File: config.mk
export PLATFORM = sky130hd
export DESIGN_NAME = serial_cmp_ctrl
export DESIGN_NICKNAME = d
export VERILOG_FILES = /design/src/rtl/serial_cmp_ctrl_pkg.sv /design/src/rtl/serial_cmp_ctrl_cmp2.sv /design/src/rtl/serial_cmp_ctrl.sv
export SDC_FILE = /design/constraint.sdc
export NUM_CORES = 1
export LEC_CHECK = 0
export CORE_MARGIN = 4
export CORE_UTILIZATION = 58
export CTS_BUF_LIST = sky130_fd_sc_hd__clkbuf_4
export DETAILED_ROUTE_END_ITERATION = 10
export GPL_ROUTABILITY_DRIVEN = 1
export PLACE_DENSITY = 0.89
export SYNTH_ARGS = -nofsm -noshare
export SYNTH_HDL_FRONTEND = slang
export SYNTH_SLANG_ARGS = --single-unit
File: constraint.sdc
create_clock -name clk -period 6.8 [get_ports clk]
set_clock_uncertainty 0.2 [all_clocks]
set_input_delay 1.36 -clock clk [delete_from_list [all_inputs] [get_ports clk]]
set_output_delay 1.36 -clock clk [all_outputs]
set_load 0.02 [all_outputs]
File: src/rtl/serial_cmp_ctrl_pkg.sv
// Shared definitions for the sequential pair-at-a-time magnitude comparator.
// State encodings plus the operand-width legality check used at elaboration.
package serial_cmp_ctrl_pkg;

  typedef enum logic [1:0] {
    ST_IDLE = 2'd0,
    ST_RUN  = 2'd1,
    ST_DONE = 2'd2
  } state_t;

  // Operands are walked two bits at a time, so the width must split into pairs.
  function automatic bit width_ok(input int w);
    return (w >= 2) && ((w % 2) == 0);
  endfunction

endpackage

File: src/rtl/serial_cmp_ctrl_cmp2.sv
// Combinational 2-bit magnitude slice; the controller feeds it one operand pair per cycle.
module cmp2_slice (
  input  logic [1:0] x,
  input  logic [1:0] y,
  output logic       gt,
  output logic       eq
);

  assign gt = (x > y);
  assign eq = (x == y);

endmodule

File: src/rtl/serial_cmp_ctrl.sv
// Multi-cycle unsigned comparator: scans operand pairs MSB-first through one
// 2-bit slice and stops at the first pair that differs.
module serial_cmp_ctrl
  import serial_cmp_ctrl_pkg::*;
#(
  parameter int WIDTH = 8,
  parameter int CW    = $clog2(WIDTH / 2) + 1
) (
  input  logic             clk,
  input  logic             rst,
  input  logic             start,
  input  logic [WIDTH-1:0] a,
  input  logic [WIDTH-1:0] b,
  output logic             busy,
  output logic             done,
  output logic             M,
  output logic             I,
  output logic [CW-1:0]    used
);

  localparam int NPAIRS = WIDTH / 2;

  if (!width_ok(WIDTH)) begin : g_width_check
    $error("serial_cmp_ctrl: WIDTH must be even and >= 2");
  end

  state_t           state;
  logic [WIDTH-1:0] ra;
  logic [WIDTH-1:0] rb;
  logic [CW-1:0]    idx;
  logic [CW-1:0]    cnt;
  logic [1:0]       pair_a;
  logic [1:0]       pair_b;
  logic             sm;
  logic             si;

  // Pair select: idx never exceeds NPAIRS-1 while in RUN.
  always_comb begin
    pair_a = 2'b00;
    pair_b = 2'b00;
    for (int p = 0; p < NPAIRS; p++) begin
      if (idx == CW'(p)) begin
        pair_a = ra[2*p +: 2];
        pair_b = rb[2*p +: 2];
      end
    end
  end

  cmp2_slice u_slice (
    .x  (pair_a),
    .y  (pair_b),
    .gt (sm),
    .eq (si)
  );

  always_ff @(posedge clk or posedge rst) begin
    if (rst) begin
      state <= ST_IDLE;
      ra    <= '0;
      rb    <= '0;
      idx   <= '0;
      cnt   <= '0;
      M     <= 1'b0;
      I     <= 1'b0;
      used  <= '0;
    end else begin
      case (state)
        ST_IDLE: begin
          if (start) begin
            ra    <= a;
            rb    <= b;
            idx   <= CW'(NPAIRS - 1);
            cnt   <= '0;
            state <= ST_RUN;
          end
        end
        ST_RUN: begin
          if (!si) begin
            M     <= sm;
            I     <= 1'b0;
            used  <= cnt + CW'(1);
            state <= ST_DONE;
          end else if (idx == '0) begin
            M     <= 1'b0;
            I     <= 1'b1;
            used  <= CW'(NPAIRS);
            state <= ST_DONE;
          end else begin
            idx <= idx - CW'(1);
            cnt <= cnt + CW'(1);
          end
        end
        ST_DONE: state <= ST_IDLE;
        default: state <= ST_IDLE;
      endcase
    end
  end

  assign busy = (state != ST_IDLE);
  assign done = (state == ST_DONE);

endmodule

Word-level counts from Yosys, hierarchy flattened
Index checks and enable logic that the tools add are counted.
{ "word_totals": {"ramBits": 0, "output_inout_bits": 7, "latchBits": 0, "mem_bits_ro": 0, "memories": 0, "elab_cells": 56, "reg_bits": 29} }
{ "op_classes": {"shift": 0, "reduce_logical": 8, "div": 0, "mux": 26, "n_mul": 0, "eq_ne": 11, "n_bitwise": 0, "magnitude_cmp": 1, "n_addsub": 2} }
{ "ops": {"columns": ["operator", "n"], "rows": [
  ["$mux 3", 8],
  ["$mux 2", 11],
  ["$pmux 3 s2", 2],
  ["$eq 3x2->1 const B", 2],
  ["$ne 2x2->1 const B", 3],
  ["$reduce_and 2->1", 3],
  ["$mux 1", 4],
  ["$pmux 2 s2", 1],
  ["$reduce_and 4->1", 1],
  ["$reduce_bool 2->1", 2],
  ["$add 3x1->3 const B", 1],
  ["$eq 3x1->1 const B", 1],
  ["$logic_not 3->1", 1],
  ["$ne 3x3->1 const B", 1],
  ["$sub 3x1->3 const B", 1],
  ["$eq 2x1->1 const B", 1],
  ["$eq 2x2->1", 1],
  ["$eq 2x2->1 const B", 1],
  ["$gt 2x2->1", 1],
  ["$logic_not 2->1", 1],
  ["$ne 2x1->1 const B", 1]
]} }

Depth between registers and ports, before layout
{ "logic_depth": {"ltp_word": 8, "ltp_mapped": 11} }

Modules after synthesis
From an unflattened synthesis, not the netlist that was laid out.
{ "hier_totals": {"cells_unflattened": 160, "area_unflattened_um2": 1486.4} }
{ "modules_own_cells": {"columns": ["mod", "cells_per_inst", "area_each_um2", "instances"], "rows": [
  ["serial_cmp_ctrl", 152, 1426.4, 1],
  ["cmp2_slice", 8, 60.1, 1]
]} }

Least setup slack after synthesis
Ideal clock, no wire load.
{ "synth_path": {"path_kind": "register to register", "from": "reg idx[0]", "to": "reg cnt[2]", "slack_ns": 4.045, "arrival_time_ns": 2.432, "path_stages_with_launch": 12, "setup_time_ns": 0.124, "n_path_buf": 2, "cell_sequence": "dfrtp_1 > inv_1 > ha_1 > clkbuf_1 > a21oi_1 > a221o_1 > a21oi_1 > ha_1 > and4b_4 > buf_6 > or2_4 > a211o_1"} }
{ "synth_between": {"elab_chain_cells": 8, "word_cells_on_any_way": 16} }
{ "synth_lines": {"columns": ["element", "line", "rtl"], "rows": [
  ["start: declaration", "serial_cmp_ctrl.sv:30", "logic [CW-1:0] idx;"],
  ["start signal: assignment", "serial_cmp_ctrl.sv:72", "idx <= CW'(NPAIRS - 1);"],
  ["start signal: assignment", "serial_cmp_ctrl.sv:89", "idx <= idx - CW'(1);"],
  ["$logic_not 3->1", "serial_cmp_ctrl.sv:42, serial_cmp_ctrl.sv:83", null],
  ["$mux 2 (4 in a row)", "serial_cmp_ctrl.sv:42", "if (idx == CW'(p)) begin"],
  ["$eq 2x2->1", "serial_cmp_ctrl_cmp2.sv:10", "assign eq = (x == y);"],
  ["$ne 2x2->1 (no line)", null, null],
  ["$reduce_and 4->1 (no line) *", null, null],
  ["end signal: assignment", "serial_cmp_ctrl.sv:90", "cnt <= cnt + CW'(1);"],
  ["end: declaration", "serial_cmp_ctrl.sv:31", "logic [CW-1:0] cnt;"]
]} }
Every way passes the cells marked *; elsewhere a longest branch is shown, timed or not.
A chain may end at the register's enable or synchronous reset.

Final worst setup path
{ "layout_path": {"from": "reg state[0]", "to": "out busy"} }
{ "layout_between": {"elab_chain_cells": 1} }
{ "layout_lines": {"columns": ["element", "line", "rtl"], "rows": [
  ["start: declaration", "serial_cmp_ctrl.sv:27", "state_t state;"],
  ["start signal: assignment", "serial_cmp_ctrl.sv:58", "state <= ST_IDLE;"],
  ["start signal: assignment", "serial_cmp_ctrl.sv:74", "state <= ST_RUN;"],
  ["start signal: assignment", "serial_cmp_ctrl.sv:82", "state <= ST_DONE;"],
  ["$reduce_bool 2->1", "serial_cmp_ctrl.sv:99", "assign busy = (state != ST_IDLE);"],
  ["end: declaration", "serial_cmp_ctrl.sv:14", "output logic busy,"]
]} }
Every way passes these cells.

==> reports/results.txt <==
status: finished clean
postcts setup bufs: 0
Synth Area per Inst: 11.2 um2
P&R area growth vs syn: 21.2%
Post-synth EDFFs: 0
FF+latch count, synth: 29
grt ovf: 0
Post-Place Worst Slack: 3810 ps
share of post-route cells with drive strength above 1: 17.9%
Final Slew Violations: 0
Synthesized Nets: 160
asr flop ratio synth: 100%
top-area cell type share of the netlist area: 48.7%
initial antenna violation count: 0
Tmin final: 3310 ps
io pins: 26
Max-Cap Viols: 0
cts hold-fix bufs: 0
Post-Route Setup TNS: 0 ps
Cell Area, Synth: 1490 um2
clock sink count: 29
Hold Vio Cnt, Final: 0
top post-synthesis cells by area: dfrtp_1 49%, mux2_2 9.8%, ha_1 6.7%
Max clock buf depth: 2
Final GP Congestion: 0.801
Peak Freq: 0.302 GHz
via count: 1087
RSZ-0062 raised after global routing: false
warnings from Yosys: 0
Slowest cell on crit path: dfrtp_1
DIE AREA: 3450 um2
power per standard cell area: 409 nW/um2
vias in the first global route: 1119
Ant. Diodes: 0
dpl hpwl: 2210 um
initial DRC count: 44
Core Region: 2450 um2
crit path DAT: 1750 ps
Setup Crit Path Kind: flip-flop to output port
Gates resized, CTS repair: 0
Worst Tran Pin Value: 1060 ps
Initial Util: 60.8%
nets@finish: 188
worst-path cell chain: or2_2 -> clkdlybuf4s50_1
Synth cell types: 37
CTS tree: yes
Startpoint Class: flip-flop
largest net degree at the start of global routing: 30
Filler cells: 163
root buf cell: clkbuf_4
Via density: 5.66
worst setup margin: 3490 ps
Critical path buffers and inverters: 1
crit end category: output port
delay-heaviest family, CP: flip-flops
first-pass GRT wire length: 4990 um
DRT antenna net count: 0
post-synth top area cell: dfrtp_1
final period utilization: 48.7%
Slowest Stage Delay on Critical Path: 540 ps
die height: 58.7 um
worst skew pair latency: 330 ps
post-place instance area: 1750 um2
TritonCTS buffer count: 5
Seq/Total Area, Yosys: 48.7%
Global Route Usage Sum: 19.8%
CP max FO: 14
CP Data Required Time: 5240 ps
Pwr Total: 740 uW
Die X: 58.7 um
Max-slew headroom: 29.5%
design area: 1810 um2
DRT Wirelength: 2930 um
Max H-tree Level: 2
Core Rows: 18
peak supply drop: 278 uV
final setup vio count: 0
worst hold slack: 312 ps
# port buffers: 25
Post-route DRC: 0
min-delay worst type: flip-flop to flip-flop
First-pass DRT Iterations: 4
Synth Flop Type: dfrtp_1
Cells after Synth: 133
LEAKAGE: 0.807 nW
wire per inst: 15.2 um
Seq. cell area: 726 um2
clk slew on worst S/H paths: 90 ps
multi-input combinational cell area: 687 um2
[through the flow]
| step | std cells | util (%) |
|---|---|---|
| floorplan | 133 | - |
| global placement | 184 | 71.4 |
| detailed placement | 184 | 71.4 |
| CTS | 192 | 73.6 |
| global route | 192 | 73.6 |
| finish | 192 | 73.6 |
[worst paths after layout]
path                                from      end  slack, ps  cells past startpoint
worst max register to register    idx[0]  used[2]       3980                      9
worst max-delay path            state[0]     busy       3490                      2
max in group asynchronous            rst        M       4370                      2
worst min-delay path                   I        I        310                      2
min in group asynchronous            rst    ra[2]       1390                      2
worst min register to register         I        I        310                      2
[area by class of cell]
cell class / instances / area share [%]
Sequential cell: 29 / 40.1
Tap cell: 30 / 2.08
Clock inverter: 2 / 0.554
Inverter: 12 / 2.49
Timing Repair Buffer: 26 / 14.3
Multi-Input combinational cell: 87 / 38.0
Clock buffer: 6 / 2.49
[flip-flops by register name (all words and copies together), names as in the netlist]
name / count
ra: 8
rb: 8
cnt: 3
idx: 3
used: 3
state: 2
I: 1
M: 1
[cells in the final DEF (no fill, tap or decap), types with 2 or more instances in the layout]
| master | Yosys | routed |
|---|---|---|
| dfrtp_1 | 29 | 29 |
| clkdlybuf4s50_1 | 0 | 25 |
| mux2_2 | 13 | 13 |
| inv_1 | 12 | 12 |
| nand2_1 | 10 | 10 |
| a21oi_1 | 8 | 8 |
| ha_1 | 8 | 8 |
| o21ai_0 | 7 | 7 |
| clkbuf_4 | 0 | 6 |
| nand3b_1 | 4 | 4 |
| and2_1 | 3 | 3 |
| a22o_1 | 3 | 3 |
| nand4_1 | 3 | 3 |
| nand3_1 | 2 | 2 |
| o211a_1 | 2 | 2 |
| a221o_1 | 2 | 2 |
| a221oi_1 | 2 | 2 |
| a211oi_1 | 2 | 2 |
| clkinv_2 | 0 | 2 |
[synthesized netlist by cell type (all sizes together) (3+ instances only)]
library cell,instances
and2,3
dfrtp,29
nand2,10
mux2,13
ha,8
nand3b,4
a21oi,8
buf,3
a22o,3
inv,12
o21ai,8
nand4,3
[cell families (layout without fill, tap and decap cells)]
kind of cell	Yosys count	in the layout	synth area share [%]
mux	13	13	9.82
xor+xnor	1	1	0.587
fa+ha+maj	8	8	6.71
simple gates	33	33	13.8
buf+inv	17	46	5.28
flops	29	29	48.7
compound gates	32	32	15.1
[report_power, final]
| part | leakage (nW) | internal [mW] | switching [mW] |
|---|---|---|---|
| registers | 0.353 | 0.244 | 0.0485 |
| logic | 0.419 | 0.170 | 0.175 |
| clock network | 0.0354 | 0.0433 | 0.0592 |
| total | 0.807 | 0.457 | 0.283 |
[per-layer routing]
layer,track usage [%],wire length (um)
met1,23.3,1250
met2,32.7,1430
met3,6.58,169
met4,9.39,71
met5,0,0
[tightest hold or removal path, cell delays in order (launching register included)]
cell,delay [ps]
dfrtp_1,360
a21oi_1,50
nor2_1,70
Power figures use the tool's default switching activity.
